<file path="config.mk">
export PLATFORM = sky130hd
export DESIGN_NAME = message_scroller
export DESIGN_NICKNAME = d
export VERILOG_FILES = /design/src/rtl/message_scroller.sv
export SDC_FILE = /design/constraint.sdc
export NUM_CORES = 1
export LEC_CHECK = 0
export ABC_CLOCK_PERIOD_IN_PS = 17700
export CORE_MARGIN = 2
export CORE_UTILIZATION = 42
export CTS_BUF_LIST = sky130_fd_sc_hd__clkbuf_2 sky130_fd_sc_hd__clkbuf_4 sky130_fd_sc_hd__clkbuf_8
export CTS_CLUSTER_SIZE = 30
export DETAILED_ROUTE_END_ITERATION = 16
export HOLD_SLACK_MARGIN = 0.1
export PLACE_DENSITY = 0.67
export SLEW_MARGIN = 10
export SYNTH_ARGS = -nofsm -noshare
export SYNTH_HDL_FRONTEND = slang
export SYNTH_SLANG_ARGS = --single-unit
</file>
<file path="constraint.sdc">
create_clock -name clk -period 17.7 [get_ports clk]
set_input_delay 3.54 -clock clk [delete_from_list [all_inputs] [get_ports clk]]
set_output_delay 3.54 -clock clk [all_outputs]
set_load 0.03 [all_outputs]
</file>
<file path="src/rtl/message_scroller.sv">
// Six-character scrolling window over a 16-entry ASCII message buffer,
// feeding one ASCII code per seven-segment digit.
module message_scroller #(
  parameter int TICKS_PER_STEP = 25_000_000,
  parameter int MSG_DEPTH      = 16,
  parameter int NUM_DIGITS     = 6
) (
  input  logic                    clk,
  input  logic                    reset,
  input  logic                    wr_en,
  input  logic [3:0]              wr_addr,
  input  logic [7:0]              wr_data,
  input  logic [4:0]              msg_len,
  input  logic                    run,
  input  logic                    dir,
  input  logic                    clr,
  output logic [8*NUM_DIGITS-1:0] ascii_out,
  output logic [3:0]              pos,
  output logic                    step
);

  localparam int             PW       = $clog2(TICKS_PER_STEP);
  localparam logic [PW-1:0]  TERMINAL = PW'(TICKS_PER_STEP - 1);

  logic [7:0]    msg_mem_reg [MSG_DEPTH];
  logic [7:0]    digit_reg   [NUM_DIGITS];
  logic [3:0]    idx         [NUM_DIGITS];

  logic [PW-1:0] presc_reg, presc_next;
  logic [3:0]    pos_reg, pos_next;
  logic          step_reg, step_next;

  logic [4:0]    len_eff;
  logic          tc;
  logic [3:0]    pos_inc, pos_dec;

  // Out-of-range lengths (0 or above 16) fall back to the full buffer.
  always_comb begin
    len_eff = (msg_len == 5'd0 || msg_len > 5'd16) ? 5'd16 : msg_len;
    tc      = run && (presc_reg == TERMINAL);
    pos_inc = ({1'b0, pos_reg} + 5'd1 == len_eff) ? 4'd0 : pos_reg + 4'd1;
    pos_dec = (pos_reg == 4'd0) ? 4'(len_eff - 5'd1) : pos_reg - 4'd1;
  end

  // clr beats the length check, which beats a regular step.
  always_comb begin
    presc_next = presc_reg;
    pos_next   = pos_reg;
    step_next  = 1'b0;
    if (clr) begin
      presc_next = '0;
      pos_next   = 4'd0;
    end else begin
      step_next = tc;
      if (run)
        presc_next = tc ? '0 : presc_reg + 1'b1;
      if ({1'b0, pos_reg} >= len_eff)
        pos_next = 4'd0;
      else if (tc)
        pos_next = dir ? pos_dec : pos_inc;
    end
  end

  always_ff @(posedge clk or negedge reset) begin
    if (!reset) begin
      presc_reg <= '0;
      pos_reg   <= 4'd0;
      step_reg  <= 1'b0;
    end else begin
      presc_reg <= presc_next;
      pos_reg   <= pos_next;
      step_reg  <= step_next;
    end
  end

  genvar gi;
  generate
    for (gi = 0; gi < MSG_DEPTH; gi++) begin : g_mem
      always_ff @(posedge clk or negedge reset) begin
        if (!reset)
          msg_mem_reg[gi] <= 8'h20;
        else if (wr_en && (wr_addr == 4'(gi)))
          msg_mem_reg[gi] <= wr_data;
      end
    end

    // Digit 0 takes pos mod L; each further digit advances by one and wraps at L.
    for (gi = 0; gi < NUM_DIGITS; gi++) begin : g_digit
      if (gi == 0) begin : g_first
        assign idx[gi] = 4'({1'b0, pos_reg} % len_eff);
      end else begin : g_next
        assign idx[gi] = ({1'b0, idx[gi-1]} + 5'd1 == len_eff) ? 4'd0 : idx[gi-1] + 4'd1;
      end

      always_ff @(posedge clk or negedge reset) begin
        if (!reset)
          digit_reg[gi] <= 8'h20;
        else
          digit_reg[gi] <= msg_mem_reg[idx[gi]];
      end

      assign ascii_out[8*(NUM_DIGITS-gi)-1 -: 8] = digit_reg[gi];
    end
  endgenerate

  assign pos  = pos_reg;
  assign step = step_reg;

endmodule

</file>
==> summary.md <==
| Metric | Value |
|---|---|
| Status | finished, final reports clean |
| Max Transition Viols Final | 0 |
| Top FF cell, synth | dfrtp_1 |
| Relative slew margins | 0.159 |
| Synth async-reset ratio | 1.00 |
| Seq/Total Area, Yosys | 0.305 |
| CP max stage delay | 540 ps |
| Data arrival, critical path | around 18,000 ps |
| Die area | between 40,000 and 50,000 µm² |
| Least-Margin Pin Slew | about 1300 ps |
| Clk slew on worst S/H paths | about 60 ps |
| Filler instances | 3,815 |
| Endpoints failing setup | 0 |
| Synth Instances | about 2,100 |
| F_max | 0.0589 GHz |
| Synth-to-layout area growth | 14.1% |
| Largest register FFs | approximately 130 |
| Number of synthesized flops with an enable pin | 0 |
| Vias per cell | 6.67 |
| Worst hold slack | 546 ps |
| Htree depth | 2 |
| DP Wirelength | 43,600 µm |
| Area after DPL | 18,400 µm² |
| GR Layer Usage met1 | 0.413 |
| Gpl congestion | ~0.94 |
| Layout cells sized above 1 | 0.178 |
| Die height | a little over 200 µm |
| Width of the die | between 200 and 250 µm |
| GR Util All Layers | 0.324 |
| Cell area after layout | between 15,000 and 20,000 µm² |
| Synth Area per Inst | 8.00 µm² |
| Met3 usage | 0.0784 |
| Commonest non-fill, non-tap cell in the layout | nand2_1 |
| Worst Hold Class | flip-flop to flip-flop |
| TritonCTS clock tree | built |
| Gr busiest metal | met2 |
| Critical path startpoint category | input pin |
| Final period util | 0.959 |
| # DRC | 0 |
| Core box area | 39,800 µm² |
| Via Count | 17,900 |
| Post-cts hold buffer count | 0 |
| Critical-path top delay cell | or4_1 |
| Ports | 76 |
| Critical Path RT | 18,270 ps |
| Commonest non-fill, non-tap cells in the layout | nand2_1, dfrtp_1, mux2_2, nand3_1, a21oi_1 |
| Crit Path Max Fanout | 32 |
| Sink Count | 206 |
| First-pass GRT wire length | 103,000 µm |
| Initial core utilization | 0.427 |
| Iteration-0 DRC Markers | 2,334 |
| ANT cells | 0 |
| Clk Latency, worst-skew pair | 640 ps |
| Number of global-route vias before repair | 16,600 |
| Post-synth cell types | between 80 and 90 |
| DR pass1 iterations | 9 |
| Fin nets | ~2,200 |
| #FFs+latches synth | between 200 and 250 |
| # rows | 73 |
| IO Port Bufs | 75 |
| Setup TNS | 0 ps |
| Final Util | 0.487 |
| YS warnings | 0 |
| Root cell of the clock tree | clkbuf_8 |
| Crit path kind | input pin to flip-flop |
| Final wirelength | 68,800 µm |
| Netlist Area Pre-Place | 17,000 µm² |
| TritonCTS Buffers | 41 |
| CTS Buffer Depth | 3 |
| Antenna violations before repair | 0 |
| Most used cell, CP | ha_4 |
| M2 GR Usage | 0.490 |
| Final hold viol count | 0 |
| Clk_skew | 53.8 ps |
| Worst Setup End Kind | flip-flop |
| Post-route ant nets | 0 |
| Routed WL per cell | 25.6 µm |
| Post-Synthesis Net Count | 2,178 |
| Largest net degree at the start of global routing | 89 |
| # Max-Cap Violations | 0 |
| Tmin final | 16,970 ps |
| Total congestion overflow | 0 |
## final timing paths
path,start,end,slack [ps],depth (start not counted)
setup / recovery,msg_len[2],ascii_out[4],730,64
hold / removal,presc_reg[24],presc_reg[24],550,2
setup reg to reg,pos[3],ascii_out[4],4600,60
hold reg to reg,presc_reg[24],presc_reg[24],550,2
max in group asynchronous,reset,ascii_out[46],13500,2
min in group asynchronous,reset,ascii_out[14],2900,1
## per-layer routing
| metal | vias to the layer above | wire, µm |
|---|---|---|
| met4 | 0 | 4930 |
| met5 | - | 0 |
| met2 | 1204 | 29900 |
| met1 | 8590 | 26100 |
| met3 | 267 | 7970 |
| li1 | 7837 | - |
## cells in the mapped netlist, types with 7 or more instances
cell type	count	area, µm²
mux4_2	19	428
a211oi_1	29	218
mux2i_1	33	330
o21ai_0	70	350
xor2_1	22	193
o211ai_1	30	225
dfrtp_1	184	4600
and3_1	51	319
inv_1	26	97.6
a311o_1	9	90.1
nor3_1	16	80.1
and2_1	19	119
mux2_2	132	1490
nand2b_1	18	113
nand2_1	504	1890
a31oi_1	70	438
a211o_1	7	61.3
o22ai_1	31	194
nor2_1	90	338
buf_4	7	52.6
o221ai_1	34	298
ha_1	28	350
buf_1	18	67.6
a21o_1	10	75.1
or3_1	31	194
a311oi_1	46	403
nor4_1	10	62.6
nor2b_1	8	50.1
nand3b_1	9	67.6
a21oi_1	100	500
dfstp_2	22	578
a22oi_1	12	90.1
buf_2	9	45.0
a221oi_1	13	114
nand3_1	121	606
nand4_1	14	87.6
clkbuf_1	140	526
xnor2_1	29	254
## final cells by class
cell class,instances,area (µm²),area share
sequential,206,5180,0.267
tap,525,657,0.0339
clock buffer,60,763,0.0393
timing repair buffer,134,1210,0.0625
inverter,33,126,0.00651
multi-input combinational,1713,11300,0.584
clock inverter,13,139,0.00716
## per-stage QoR
stage	worst slack, ps	cells
finish	732	2684
floorplan	2.83	2126
CTS	438	2681
global route	-40.8	2684
detailed placement	-169	2608
global placement	163	2608
## timing repair
item	4_1_cts	5_1_grt
buffers inserted	0	3
endpoints found under the setup margin	0	8
resized for setup	0	11
endpoints found under the hold margin	0	0
## kinds of logic after synthesis
kind of cell    share of synthesized area
compound gates                      0.220
flops                               0.305
fa+ha+maj                          0.0218
buf+inv                            0.0479
mux                                 0.133
other cells                      0.000221
xor+xnor                           0.0299
simple gates                        0.243
## worst max-delay path: cells and delay by family
family / cells / cell delay [ps]
and+or+nand+nor: 23 / 5070
buffers and inverters: 5 / 860
muxes: 1 / 300
xor gates and xnor gates: 4 / 530
adders and majority gates: 10 / 3060
AOI/OAI and AO/OA: 21 / 4160
Power is left out: the tool's default activity adds up to more than one toggle a clock period on the data nets, which glitch-free logic cannot reach.
